[src/rtl/display_clock_pkg.sv]
// Shared definitions for the display-clock MMCM supervisor: state encoding,
// default timing values and a counter-width helper.
package display_clock_pkg;

    localparam logic [2:0] ST_RESET     = 3'd0;
    localparam logic [2:0] ST_WAIT_LOCK = 3'd1;
    localparam logic [2:0] ST_STABLE    = 3'd2;
    localparam logic [2:0] ST_RUN       = 3'd3;
    localparam logic [2:0] ST_FAIL      = 3'd4;

    localparam int DEF_RST_CYCLES    = 16;
    localparam int DEF_LOCK_TIMEOUT  = 1000000;
    localparam int DEF_STABLE_CYCLES = 1024;
    localparam int DEF_MAX_RETRIES   = 4;
    localparam int DEF_CNT_W         = 8;

    function automatic int max3(input int a, input int b, input int c);
        int m;
        m = (a > b) ? a : b;
        return (m > c) ? m : c;
    endfunction

    // Ceiling log2, never narrower than one bit so a degenerate config still elaborates.
    function automatic int clog2_w(input int value);
        int w;
        w = 1;
        while ((64'd1 << w) < 64'(value)) begin
            w = w + 1;
        end
        return w;
    endfunction

endpackage

[src/rtl/display_clock_supervisor_sync_2ff.sv]
// Generic two-flop synchronizer for a single asynchronous level, cleared to 0
// by a synchronous active-high reset.
module sync_2ff (
    input  logic i_clk,
    input  logic i_rst,
    input  logic i_d,
    output logic o_q
);

    logic meta_q;
    logic meta_d;
    logic sync_q;
    logic sync_d;

    // Next-value logic: plain shift of the input through two stages.
    always_comb begin
        meta_d = i_d;
        sync_d = meta_q;
    end

    // Synchronizer flops.
    always_ff @(posedge i_clk) begin
        if (i_rst) begin
            meta_q <= 1'b0;
            sync_q <= 1'b0;
        end else begin
            meta_q <= meta_d;
            sync_q <= sync_d;
        end
    end

    assign o_q = sync_q;

endmodule

[src/rtl/display_clock_supervisor.sv]
// Display-clock MMCM supervisor: resets the MMCM, qualifies LOCKED and retries on timeout.
// Optional macro DISPLAY_CLOCK_FAULT_COUNTERS_EN enables the lock-loss/timeout counters.
module display_clock_supervisor
    import display_clock_pkg::*;
#(
    parameter int RST_CYCLES    = DEF_RST_CYCLES,
    parameter int LOCK_TIMEOUT  = DEF_LOCK_TIMEOUT,
    parameter int STABLE_CYCLES = DEF_STABLE_CYCLES,
    parameter int MAX_RETRIES   = DEF_MAX_RETRIES,
    parameter int CNT_W         = DEF_CNT_W
) (
    input  logic             i_clk,
    input  logic             i_rst,
    input  logic             i_mmcm_locked,
    input  logic             i_restart,
    output logic             o_mmcm_rst,
    output logic             o_clk_ok,
    output logic             o_fail,
    output logic [2:0]       o_state,
    output logic [3:0]       o_retry_cnt,
    output logic [CNT_W-1:0] o_loss_cnt,
    output logic [CNT_W-1:0] o_timeout_cnt
);

    localparam int CTR_W = clog2_w(max3(RST_CYCLES, LOCK_TIMEOUT, STABLE_CYCLES));
    localparam logic [CTR_W-1:0] RST_LAST = CTR_W'(RST_CYCLES - 1);
    localparam logic [CTR_W-1:0] TMO_LAST = CTR_W'(LOCK_TIMEOUT - 1);
    localparam logic [CTR_W-1:0] STB_LAST = CTR_W'(STABLE_CYCLES - 1);
    localparam logic [3:0]       RETRY_MAX = 4'(MAX_RETRIES);

    logic             lk_s;
    logic [2:0]       state_q, state_d;
    logic [CTR_W-1:0] cnt_q, cnt_d;
    logic [3:0]       retry_q, retry_d;

    sync_2ff u_lock_sync (
        .i_clk (i_clk),
        .i_rst (i_rst),
        .i_d   (i_mmcm_locked),
        .o_q   (lk_s)
    );

    // Next-state, phase counter and retry bookkeeping; restart overrides everything.
    always_comb begin
        state_d = state_q;
        cnt_d   = cnt_q;
        retry_d = retry_q;
        if (i_restart) begin
            state_d = ST_RESET;
            cnt_d   = '0;
            retry_d = 4'd0;
        end else begin
            case (state_q)
                ST_RESET: begin
                    if (cnt_q == RST_LAST) begin
                        state_d = ST_WAIT_LOCK;
                        cnt_d   = '0;
                    end else begin
                        cnt_d = cnt_q + CTR_W'(1);
                    end
                end
                ST_WAIT_LOCK: begin
                    if (lk_s) begin
                        state_d = ST_STABLE;
                        cnt_d   = '0;
                    end else if (cnt_q == TMO_LAST) begin
                        cnt_d   = '0;
                        retry_d = retry_q + 4'd1;
                        state_d = ((retry_q + 4'd1) == RETRY_MAX) ? ST_FAIL : ST_RESET;
                    end else begin
                        cnt_d = cnt_q + CTR_W'(1);
                    end
                end
                ST_STABLE: begin
                    // A lock glitch only restarts the wait window; it is not a fault.
                    if (!lk_s) begin
                        state_d = ST_WAIT_LOCK;
                        cnt_d   = '0;
                    end else if (cnt_q == STB_LAST) begin
                        state_d = ST_RUN;
                        cnt_d   = '0;
                        retry_d = 4'd0;
                    end else begin
                        cnt_d = cnt_q + CTR_W'(1);
                    end
                end
                ST_RUN: begin
                    if (!lk_s) begin
                        state_d = ST_RESET;
                        cnt_d   = '0;
                    end else begin
                        state_d = ST_RUN;
                    end
                end
                ST_FAIL: begin
                    state_d = ST_FAIL;
                end
                default: begin
                    state_d = ST_RESET;
                    cnt_d   = '0;
                    retry_d = 4'd0;
                end
            endcase
        end
    end

    // FSM registers.
    always_ff @(posedge i_clk) begin
        if (i_rst) begin
            state_q <= ST_RESET;
            cnt_q   <= '0;
            retry_q <= 4'd0;
        end else begin
            state_q <= state_d;
            cnt_q   <= cnt_d;
            retry_q <= retry_d;
        end
    end

    assign o_mmcm_rst  = (state_q == ST_RESET) || (state_q == ST_FAIL);
    assign o_clk_ok    = (state_q == ST_RUN);
    assign o_fail      = (state_q == ST_FAIL);
    assign o_state     = state_q;
    assign o_retry_cnt = retry_q;

`ifdef DISPLAY_CLOCK_FAULT_COUNTERS_EN
    logic             loss_evt_s;
    logic             tmo_evt_s;
    logic [CNT_W-1:0] loss_q, loss_d;
    logic [CNT_W-1:0] tmo_q, tmo_d;

    assign loss_evt_s = !i_restart && (state_q == ST_RUN) && !lk_s;
    assign tmo_evt_s  = !i_restart && (state_q == ST_WAIT_LOCK) && !lk_s && (cnt_q == TMO_LAST);

    // Saturating fault tallies; they survive restart and clear only on reset.
    always_comb begin
        loss_d = loss_q;
        tmo_d  = tmo_q;
        if (loss_evt_s && (loss_q != {CNT_W{1'b1}})) begin
            loss_d = loss_q + CNT_W'(1);
        end else begin
            loss_d = loss_q;
        end
        if (tmo_evt_s && (tmo_q != {CNT_W{1'b1}})) begin
            tmo_d = tmo_q + CNT_W'(1);
        end else begin
            tmo_d = tmo_q;
        end
    end

    // Fault counter registers.
    always_ff @(posedge i_clk) begin
        if (i_rst) begin
            loss_q <= '0;
            tmo_q  <= '0;
        end else begin
            loss_q <= loss_d;
            tmo_q  <= tmo_d;
        end
    end

    assign o_loss_cnt    = loss_q;
    assign o_timeout_cnt = tmo_q;
`else
    assign o_loss_cnt    = '0;
    assign o_timeout_cnt = '0;
`endif

endmodule

[config.mk]
export PLATFORM = sky130hd
export DESIGN_NAME = display_clock_supervisor
export DESIGN_NICKNAME = d
export VERILOG_FILES = /design/src/rtl/display_clock_pkg.sv /design/src/rtl/display_clock_supervisor_sync_2ff.sv /design/src/rtl/display_clock_supervisor.sv
export SDC_FILE = /design/constraint.sdc
export NUM_CORES = 1
export LEC_CHECK = 0
export CORE_AREA = 2 2 70 72
export CTS_CLUSTER_SIZE = 20
export DETAILED_ROUTE_END_ITERATION = 10
export DIE_AREA = 0 0 72 74
export GPL_ROUTABILITY_DRIVEN = 0
export HOLD_SLACK_MARGIN = 0.08
export PLACE_DENSITY = 0.64
export SYNTH_ARGS = -nofsm -noshare
export SYNTH_HDL_FRONTEND = slang
export SYNTH_SLANG_ARGS = --single-unit
[constraint.sdc]
create_clock -name i_clk -period 2.3 [get_ports i_clk]
set_input_delay 0.46 -clock i_clk [delete_from_list [all_inputs] [get_ports i_clk]]
set_output_delay 0.46 -clock i_clk [all_outputs]
set_load 0.005 [all_outputs]
# ---- After elaboration in Yosys (flattened, before gate mapping)
# Index checks and enable logic that the tools add are counted.
dict set report classes {
  add_sub_neg 2
  n_eq_ne 16
  muxes 20
  n_bitwise 2
  reduce_logical 7
}
# operator n
set op_table {}
lappend op_table {{two-way mux 20 bit} 6}
lappend op_table {{case mux 20 bit (5 select lines)} 1}
lappend op_table {{adder 20 x 1 -> 20 bit (second input constant)} 1}
lappend op_table {{== test 20 x 10 -> 1 bit (second input constant)} 1}
lappend op_table {{== test 20 bit (second input constant)} 1}
lappend op_table {{== test 20 x 4 -> 1 bit (second input constant)} 1}
lappend op_table {{two-way mux 3 bit} 6}
lappend op_table {{two-way mux 4 bit} 4}
lappend op_table {{case mux 3 bit (5 select lines)} 1}
lappend op_table {{case mux 4 bit (3 select lines)} 1}
lappend op_table {{!= test 2 bit (second input constant)} 5}
lappend op_table {{== test 3 x 2 -> 1 bit (second input constant)} 2}
lappend op_table {{AND reduction 5 bit} 1}
lappend op_table {{adder 4 x 1 -> 4 bit (second input constant)} 1}
lappend op_table {{== test 4 x 3 -> 1 bit (second input constant)} 1}
lappend op_table {{== test 3 x 1 -> 1 bit (second input constant)} 1}
lappend op_table {{== test 3 bit (second input constant)} 1}
lappend op_table {{zero test 3 bit} 1}
lappend op_table {{!= test 3 x 2 -> 1 bit (second input constant)} 1}
lappend op_table {{!= test 3 bit (second input constant)} 1}
lappend op_table {{AND reduction 3 bit} 1}
lappend op_table {{OR reduction 3 bit} 1}
lappend op_table {{two-way mux 2 bit} 1}
lappend op_table {{!= test 2 x 1 -> 1 bit (second input constant)} 1}
lappend op_table {{4 further kinds} 5}
dict set report word_totals {
  register_bits 29
  inputBits 4
  output_inout_bits 26
  wordCells 52
}

# ---- Longest topological paths before layout
dict set report depth {
  word_depth 6
  mapped_depth 7
  depth_no_buf 6
}

# ---- Hierarchy
# A second synthesis with hierarchy kept.
dict set report unflattened {
  hier_cells 226
  area_unflattened_um2 1829.3
}
# module n_inst cells_per_inst area_each_um2 seq_area_each_um2
set modules_own_cells {}
lappend modules_own_cells {display_clock_supervisor 1 222 1776.7 540.5}
lappend modules_own_cells {sync_2ff 1 4 52.6 40.0}

# ---- Worst setup path after synthesis
# No wires, ideal clock.
dict set report synth_timing {
  path_kind {register to register}
  from {reg cnt_q[10]}
  to {reg cnt_q[19]}
  t_arrival_ns 2.087
  required_ns 2.163
  setup_slack_ns 0.075
  stages_incl_launch_ff 7
  n_path_buf 1
  synth_period_minus_slack_ns 2.225
  path_cell_list {dfxtp_1 -> or4_4 -> or4_4 -> o21a_4 -> nor3_4 -> buf_6 -> a211oi_1}
}
dict set report synth_via {
  elab_chain_cells 4
}
# item line
set synth_rtl {}
lappend synth_rtl {{start: declaration} display_clock_supervisor.sv:33} ;# logic [CTR_W-1:0] cnt_q, cnt_d;
lappend synth_rtl {{start signal: assignment} display_clock_supervisor.sv:115} ;# cnt_q <= cnt_d;
lappend synth_rtl {{adder 20 x 1 -> 20 bit, or another cell as far along} {display_clock_supervisor.sv:59, display_clock_supervisor.sv:71, display_clock_supervisor.sv:84}}
lappend synth_rtl {{two-way mux 20 bit (on tied branches)} {display_clock_supervisor.sv:79, display_clock_supervisor.sv:66}}
lappend synth_rtl {{two-way mux 20 bit (on tied branches)} {display_clock_supervisor.sv:76, display_clock_supervisor.sv:63}}
lappend synth_rtl {{case mux 20 bit (5 select lines) (*)} display_clock_supervisor.sv:53} ;# case (state_q)
# Every way passes the cells marked *; elsewhere a longest branch is shown, timed or not.
# A chain may end at the register's enable or synchronous reset.

# ---- Final worst setup path
dict set report layout_timing {
  from {reg state_q[1], in the netlist o_state[1]}
  to {out o_fail}
}
dict set report layout_via {
  elab_chain_cells 1
}
# item line
set layout_rtl {}
lappend layout_rtl {{start: declaration} display_clock_supervisor.sv:32} ;# logic [2:0] state_q, state_d;
lappend layout_rtl {{start signal: assignment} display_clock_supervisor.sv:114} ;# state_q <= state_d;
lappend layout_rtl {{== test 3 bit} display_clock_supervisor.sv:122} ;# assign o_fail = (state_q == ST_FAIL);
lappend layout_rtl {{end: declaration} display_clock_supervisor.sv:18} ;# output logic o_fail,
# No other way between the ends.

==> impl_metrics.tcl <==
set metrics [dict create \
    coreArea_mm2 0.004598 \
    p_per_area_mw_per_mm2 478.3 \
    path_buf_inv 2 \
    p_sw_w 0.0002219 \
    hold_violations 0 \
    maxCapViolations 0 \
    clock.fmax_ghz 0.4515 \
    grt_pass1_vias 1434 \
    vias 1608 \
    portBuffers 13 \
    synth_mux_area_share_pct 0 \
    swShare_pct 22.03 \
    drt-vias-per-instance 5.432 \
    cts.clk_slew.worst_paths_ps 60 \
    cts_tree "built" \
    period_minus_slack_ps 2215 \
    whs_ps 440.0 \
    syn-instance-count 212 \
    rows 25 \
    drtAntennaViolNets 0 \
    hpwl_um 3037 \
    synth_xor_area_share_pct 6.468 \
    seq_area_frac_synth_pct 32.98 \
    worstPathArrival_ps 1750 \
    wl_um 4105 \
    worst_slack_ps 85.16 \
    area_growth_pct 19.62 \
    diodes 0 \
    critPathMaxFanout 6 \
    finalCritPeriodShare_pct 96.30 \
    pin_count 30 \
    crit_cells 3 \
    r2r_end "cnt_q[6]$_SDFFE_PP0P_" \
    whs_path_depth 1 \
    synth_top_family_by_area "simple AND/OR/NAND/NOR gates" \
    fillers 475 \
    pwr-share-clk_pct 46.7 \
    yosys_warnings 0 \
    die_h_um 74 \
    slowest_stage "or3b_2" \
    yosys.area_share.adder_pct 1.421 \
    drv_slew 0 \
    slowest_delay_ps 540 \
    multi_input_area_mm2 0.001064 \
    critPathRequiredTime_ps 1840 \
    ys.flop_type "dfxtp_1" \
    avgSynthCellArea_um2 8.304 \
    drt_first_pass_iters 4 \
    drive_gt1_share_pct 18.18 \
    drc 0 \
    rsz0062_at_grt "no" \
    tns_ps 0 \
    crit_chain "or3b_2, inv_1, clkdlybuf4s50_1" \
    worstMarginPinSlew_ps 515.6 \
    final-instance-count-excl-fill 296 \
    seq_area_um2 581.8 \
    antenna_found_initial 0 \
    overflow 0 \
    pre_cts_slack_ps 130.1 \
    pwr-share-seq_pct 50.5 \
    die_x_um 72 \
    yosys_register_bits 29 \
    grt_max_degree 20 \
    r2r_cells 6 \
    final_nets 247 \
    numCtsBuffers 5 \
    grt_usage_pct 17.12 \
    path_delay_family "buffers and inverters" \
    worstHoldEndpoint "u_lock_sync.o_q$_SDFF_PP0_" \
    startpoint_type "register" \
    async_flop_share_pct 0 \
    r2r-start "cnt_q[16]$_SDFFE_PP0P_" \
    comb_power_share_pct 2.8 \
    synth_compound_area_share_pct 18.05 \
    clock_skew_ps 4.744 \
    leakage_nw 0.7096 \
    yosys.area_share.simple_pct 30.42 \
    max-vdd-ir-drop_v 0.0002275 \
    die_area_mm2 0.005328 \
    drtIter0Drc 97 \
    clockBufferDepth 2 \
    hp-class "register to register" \
    run_status "finished, final reports clean" \
    critPathKind "register to output pin" \
    hp-start "u_lock_sync.meta_q$_SDFF_PP0_" \
    dpl.cell_count 288 \
    cts_num_sinks 29 \
    insertion_delay_ps 290 \
    root_buffer "clkbuf_8" \
    total_power_w 0.001007 \
    wire_per_inst_um 13.87 \
    syn_area_mm2 0.001760 \
    grt_pass1_wl_um 6948 \
    yosysUniqueCellTypes 47 \
    cts-htree-levels 2 \
    relSlewSlack_pct 65.63 \
    endpoint_kind "output pin" \
    r2r_slack_ps 120 \
    start_util_pct 38.29 \
    setup_viol 0 \
    synth_edf_count 0 \
    p_int_w 0.0007854 \
]
-- how the worst max path moves through the flow --
| stage | startpoint | endpoint | slack (ps) |
|---|---|---|---|
| floorplan | cnt_q[10]$_SDFFE_PP0P_ | cnt_q[19]$_SDFFE_PP0P_ | 80 |
| global placement | cnt_q[1]$_SDFFE_PP0P_ | cnt_q[7]$_SDFFE_PP0P_ | 100 |
| detailed placement | cnt_q[11]$_SDFFE_PP0P_ | cnt_q[6]$_SDFFE_PP0P_ | 130 |
| CTS | o_state[0]$_SDFFE_PP0P_ | o_fail | 30 |
| global route | o_state[1]$_SDFFE_PP0P_ | o_fail | 10 |
| finish | o_state[1]$_SDFFE_PP0P_ | o_fail | 90 |
-- state kept, by name, summed over array words and instances, names as in the netlist --
register and count:
o_state 3, o_retry_cnt 4, u_lock_sync.o_q 1, cnt_q 20, u_lock_sync.meta_q 1
-- area by class of cell --
cell class                      count  share of cell area (%)
Multi-Input combinational cell    167                   50.51
Sequential cell                    29                   27.63
Timing Repair Buffer               31                   12.60
Clock buffer                        7                   4.575
Tap cell                           54                   3.209
Inverter                            7                   1.248
Clock inverter                      1                  0.2377
-- logic make-up after synthesis --
kind of cell               count (synthesis)
DFF                                       29
other                                      1
AOI/OAI and AO/OA                         43
and+or+nand+nor                           93
buffers and inverters                     31
xor gates and xnor gates                  13
adders and majority gates                  2
-- Yosys cell counts (3+ instances only) --
cell type	n	area, um2
and2_1	4	25.02
a211oi_1	14	105.1
nor3_1	7	35.03
nand2_1	17	63.81
o21ai_0	4	20.02
inv_1	7	26.28
nor2_1	13	48.80
nor4_1	9	56.30
xnor2_1	11	96.34
o32ai_1	4	35.03
or2_2	4	25.02
buf_4	16	120.1
clkbuf_1	7	26.28
nand4_1	8	50.05
nand3_1	9	45.04
a21oi_1	8	40.04
dfxtp_1	29	580.6
or4_4	3	33.78
-- cells in the final DEF, fill, tap and decap left out, types with 3 or more instances in the layout --
cell / count
nand2_1: 17
and2_1: 4
conb_1: 16
a21oi_1: 8
nor4_1: 8
a211oi_1: 14
buf_4: 18
clkdlybuf4s50_1: 13
or4_4: 3
nor2_1: 13
inv_1: 7
nand3_1: 8
dfxtp_1: 28
o21ai_0: 4
or2_2: 4
nand4_1: 8
xnor2_1: 11
clkbuf_8: 7
nor3_1: 7
o32ai_1: 4
-- power by group through the flow --
| stage | Sequential [W] | Combinational, W | Clock [W] |
|---|---|---|---|
| 2_1_floorplan | 0.000519 | 0.0000378 | 0 |
| 3_3_place_gp | 0.000520 | 0.0000279 | 0 |
| 3_5_place_dp | 0.000520 | 0.0000283 | 0 |
| 4_1_cts | 0.000508 | 0.0000282 | 0.000482 |
| 5_1_grt | 0.000508 | 0.0000330 | 0.000503 |
| 6_report | 0.000508 | 0.0000283 | 0.000471 |
-- layer usage --
metal  share of wire, %  wire, um  track usage [%]
met5                  0         0                0
met4                2.0        81            7.547
met3                4.6       187            4.878
met2                 45      1829            26.03
met1                 49      2007            22.79
-- per-stage QoR --
stage          util, %  area [um2]
3_5_place_dp     43.32        1992
2_1_floorplan        -        1817
5_1_grt          45.80        2106
3_3_place_gp     43.32        1992
6_report         45.80        2106
4_1_cts          45.52        2093
-- repair_timing --
item / in CTS / in global routing
hold buffers: 0 / 0
setup buffers: 0 / 0
setup endpoints to repair: 0 / 21
resized for setup: 0 / 3
hold endpoints to repair: 0 / 0
Power figures use the tool's default switching activity.
==> RTL change 1: new RTL, same flow settings <==
Add an input register stage for `i_mmcm_locked`; this delays it by one clock. The other inputs are not delayed to match.
--- a/src/rtl/display_clock_supervisor.sv
+++ b/src/rtl/display_clock_supervisor.sv
@@ -30,2 +30,8 @@
 
+    logic i_mmcm_locked_q;
+
+    always_ff @(posedge i_clk) begin
+        i_mmcm_locked_q <= i_mmcm_locked;
+    end
+
     logic             lk_s;
@@ -38,3 +44,3 @@
         .i_rst (i_rst),
-        .i_d   (i_mmcm_locked),
+        .i_d   (i_mmcm_locked_q),
         .o_q   (lk_s)
Check against the original RTL: no difference found for any inputs over 10 cycles, from zero or initial values and one cycle with i_rst high; that may be too few to reach the edited logic, so the function may still have changed.
==> RTL change 1 against the original RTL <==
- clock power decreased by 7.6%
- hold slack got worse by 0.0061 ns
- count of clock-buffer cells in the layout unchanged
- setup slack got worse by 0.0031 ns
- die area unchanged
- area after synthesis increased by 6.5%
- cell area increased by 0.30%
- critical endpoint unchanged
- routed wire length shrank 6.3%
- critical path depth stayed put
- combinational power up 67%
- total power grew 0.21%
- sequential cell count rose by 1
- largest power group unchanged
- core utilization up 0.14 points
- first-iteration DRC count is 11% higher
==> RTL change 1: results (changes against the original RTL) <==
Status
  – Outcome: finished, final reports clean

Place
  – Placed cell count: 266 (-7.6%)
  – DP Area: 2006 um2 (+0.69%)

Global route
  – Met1 GRT Util: 20.27% (-2.5 points)
  – GRT met2 Usage: 26.23% (+0.21 points)
  – Gr usage total: 16.20% (-0.92 points)

Synthesis
  – Largest cells by area after synthesis: dfxtp_1 32%, a2111oi_2 12%, xnor2_1 7.0%, buf_4 6.4%, nand2_1 3.4%
  – Proportion of synthesized area in mux cells: 1.602% (+1.6 points)
  – Post-synth top cells: 30 x dfxtp_1, 17 x nand2_1, 16 x buf_4, 15 x a2111oi_2, 15 x xnor2_1
  – Register bit total from synthesis: 30 (+3.4%)
  – Cell variety after synth: 45 (-4.3%)
  – Register area share after synthesis: 32.04% (-0.94 points)

STA
  – Final hold slack: 0.4339 ns (-0.006075 ns)
  – Clk_skew: 0.006681 ns (+0.001938 ns)

Layout
  – Share of cells above drive strength 1: 19.55% (+1.4 points)
  – Clock-cell share: 4.325% (-0.49 points)
  – Reg area: 601.8 um2 (+3.4%)
  – Comb_multi_in: 156 (-6.6%)
  – Number of nets in the layout: 225 (-8.9%)
  – Fill cell count: 454 (-4.4%)

Setup path
  – Launch point of the worst reg-to-reg path: cnt_q[0]
  – Worst Reg-to-Reg Cells: 7 (+1)
  – Reg2reg end: cnt_q[11]

Drt
  – Met3 WL: 124 um (-34%)

Worst hold path
  – Hold_sp: i_mmcm_locked_q

Clock tree
  – Cts repair resizes: 1 (+1)
==> RTL change 1: changes by cell type in the layout (fill, tap and decap cells not counted), moves of 3 or more <==
| cell | unedited run | this run |
|---|---|---|
| xnor2_1 | 11 | 15 |
| and3_1 | 1 | 8 |
| or2_2 | 4 | 0 |
| buf_4 | 18 | 11 |
| o32ai_1 | 4 | 0 |
| o21ai_0 | 4 | 0 |
| nor3_1 | 7 | 11 |
| a211oi_1 | 14 | 0 |
| a21oi_1 | 8 | 5 |
| inv_1 | 7 | 2 |
| a2111oi_2 | 0 | 15 |
| nor4_1 | 8 | 1 |
| mux2i_1 | 0 | 3 |
| nand4_1 | 8 | 4 |
==> RTL change 1: per-stage QoR <==
step | total power [mW] | utilization, %
global placement | 0.5838 | 43.62
CTS | 1.026 | 45.63
detailed placement | 0.5853 | 43.62
finish | 1.009 | 45.93
global route | 1.056 | 45.93
floorplan | 0.5864 | -
==> RTL change 1: how the worst max path moves through the flow <==
stage | cells after the start | startpoint | slack (ns) | to
final | 3 | o_state[2] | 0.08 | o_fail
after global routing | 3 | o_state[2] | 0.01 | o_fail
after CTS | 3 | o_state[2] | 0.07 | o_fail
after detailed placement | 7 | cnt_q[0] | 0.10 | cnt_q[11]
after global placement | 7 | cnt_q[0] | 0.20 | cnt_q[11]
after floorplan | 7 | cnt_q[0] | 0.42 | cnt_q[1]
==> RTL change 1: worst max-delay path, cell delays in order, from the launching register on <==
cell             delay [ns]
dfxtp_2                0.43
or3b_1                 0.48
inv_1                  0.08
clkdlybuf4s50_1        0.49
==> RTL change 1: power breakdown <==
part           switching [mW]  internal [mW]
combinational          0.0318         0.0155
sequential            0.00322          0.524
clock                   0.194          0.241
==> RTL change 2: new RTL, config.mk and constraints unchanged <==
Without the edit above. Set the package constant `DEF_CNT_W` to 10 (it was 8).
--- a/src/rtl/display_clock_pkg.sv
+++ b/src/rtl/display_clock_pkg.sv
@@ -14,3 +14,3 @@
     localparam int DEF_MAX_RETRIES   = 4;
-    localparam int DEF_CNT_W         = 8;
+    localparam int DEF_CNT_W         = 10;
 
Interface: changed (resized o_loss_cnt and o_timeout_cnt); port bits go from 30 to 34. No check against the original RTL was run, so the function may have changed too.
==> RTL change 2 against the original RTL <==
- clock skew is essentially flat
- sequential cell count is the same
- sequential share of layout area is essentially flat
- setup slack gained 0.015 ns
- first-iteration DRC count grew 29%
- cell area is essentially flat
- routed wire length shrank 0.44%
- area after synthesis grew 1.7%
- total power shrank 0.13%
- critical path type is now register to register
- largest cell class unchanged
==> RTL change 2: results (changes against the original RTL) <==
Status
  – Outcome: finished, final reports clean

Global route
  – Initial antenna violation count: 0 (unchanged)
  – Vias in the first global route: 1,444 (+0.70%)
  – Largest net degree at the start of global routing: 20 (unchanged)
  – First-pass GRT wire length: 7.031 mm (+1.2%)
  – Gr usage total: 17.10% (-0.020 points)

Drt
  – DR iter-0 viols: 125 (+29%)
  – Drt pass-1 iters: 4 (unchanged)
  – Final WL: 4.087 mm (-0.44%)
  – Vias per cell: 5.421 (-0.20%)

STA
  – Setup Viol. Count Final: 0 (unchanged)
  – PnR worst setup slack: 0.09968 ns (+0.01452 ns)
  – Setup TNS: 0 ns (unchanged)
  – Final hold slack: 0.4512 ns (+0.01118 ns)
  – Slew @ Worst Pin: 0.5041 ns (-0.01144 ns)
  – Clk_skew: 0.004244 ns (-0.0004996 ns)

Setup path
  – CP startpoint kind: register
  – Launch point of the worst reg-to-reg path: cnt_q[10]
  – CP Max Fanout: 9 (+3)
  – Worst Reg-to-Reg Cells: 6 (unchanged)
  – Worst path arrival time: 2.35 ns (+0.60 ns)
  – Crit path to: cnt_q[17]

Power and ir drop
  – Lkg Pwr: 0.7186 nW (+1.3%)
  – VDD IR max: 176.3 uV (-22%)

Layout
  – Fill cell count: 470 (-1.1%)
  – Max reg flops: 20 (unchanged)
  – Share of cells above drive strength 1: 16.73% (-1.4 points)
  – ANT cells: 0 (unchanged)
  – Biggest register: cnt_q
  – Number of nets in the layout: 250 (+1.2%)

Synthesis
  – Cell variety after synth: 47 (unchanged)
  – Ys flop type: dfxtp_1
  – Ys Warns: 0 (unchanged)
  – Post-synth top cells: 29 x dfxtp_1, 20 x buf_4, 17 x nand2_1, 14 x a211oi_1, 13 x nor2_1
  – Share of synthesized registers carrying an async set or reset: 0% (unchanged)
  – Register area share after synthesis: 32.42% (-0.55 points)
  – Largest cells by area after synthesis: dfxtp_1 32%, buf_4 8.4%, a211oi_1 5.9%, xnor2_1 5.4%, nand2_1 3.6%

Clock tree
  – Cts repair resizes: 1 (+1)
  – Clock Latency Late Sink: 0.28 ns
  – Clk root buf: clkbuf_8
  – Max clock buf depth: 2 (unchanged)
  – Worst-path clk slew: 0.06 ns (about the same)
  – Num CTS Buffers: 5 (unchanged)
  – Max H-tree Level: 2 (unchanged)
  – Setup Buffers After CTS: 0 (unchanged)

Place
  – Pre-CTS WS: 0.1069 ns (-0.02323 ns)
  – HPWL Detailed: 3.063 mm (+0.84%)
  – Port Buffers: 13 (unchanged)

Worst hold path
  – Hold Path Class: register to register
-- RTL change 2: cell types whose count changed after synthesis --
cell / change
buf_4: +4
-- RTL change 2: logic make-up (layout without fill, tap and decap cells) --
family / after synthesis / after routing / share of synthesized area, %
other: 1 / 20 / 0.2094
and+or+nand+nor: 93 / 93 / 29.91
AOI/OAI and AO/OA: 43 / 43 / 17.75
DFF: 29 / 29 / 32.43
xor gates and xnor gates: 13 / 13 / 6.359
adders and majority gates: 2 / 2 / 1.397
buffers and inverters: 35 / 45 / 11.95
-- RTL change 2: routing by layer --
layer / share of wire (%) / track usage (%) / vias to the layer above
met5: 0 / 0 / -
met4: 2.1 / 9.015 / 0
met3: 6.4 / 3.659 / 7
met2: 45 / 25.82 / 48
met1: 46 / 23.04 / 743
li1: - / - / 823
-- RTL change 2: report_power, final --
part	internal [mW]	switching, mW
Sequential	0.506	0.00273
Combinational	0.00990	0.0201
Clock	0.270	0.198
Total	0.785	0.220
-- RTL change 2: how the worst min path moves through the flow --
stage                      endpoint  cells past startpoint          startpoint
global route        u_lock_sync.o_q                      1  u_lock_sync.meta_q
CTS                 u_lock_sync.o_q                      1  u_lock_sync.meta_q
detailed placement  u_lock_sync.o_q                      1  u_lock_sync.meta_q
floorplan           u_lock_sync.o_q                      1  u_lock_sync.meta_q
global placement    u_lock_sync.o_q                      1  u_lock_sync.meta_q
finish              u_lock_sync.o_q                      1  u_lock_sync.meta_q
-- RTL change 2: final cells by class --
cell class	instances	area (um2)	area share [%]
Multi-Input combinational cell	171	1070	50.83
Sequential cell	29	581.8	27.65
Timing Repair Buffer	30	257.7	12.25
Clock buffer	7	96.34	4.578
Tap cell	54	67.56	3.210
Inverter	7	26.28	1.249
Clock inverter	1	5.005	0.2378
-- RTL change 2: worst max-delay path, stage by stage (launching register included) --
cell,delay [ns]
dfxtp_1,0.32
or4_4,0.54
or4_4,0.50
o21a_4,0.25
nor3_4,0.18
buf_4,0.19
a211oi_1,0.08
-- RTL change 2: per-stage QoR --
| step | cell area (um2) | total power [mW] | instances |
|---|---|---|---|
| 2_1_floorplan | 1862 | 0.5629 | 235 |
| 3_5_place_dp | 1999 | 0.5491 | 291 |
| 5_1_grt | 2105 | 1.045 | 299 |
| 6_report | 2105 | 1.006 | 299 |
| 4_1_cts | 2102 | 1.015 | 299 |
| 3_3_place_gp | 1999 | 0.5490 | 291 |
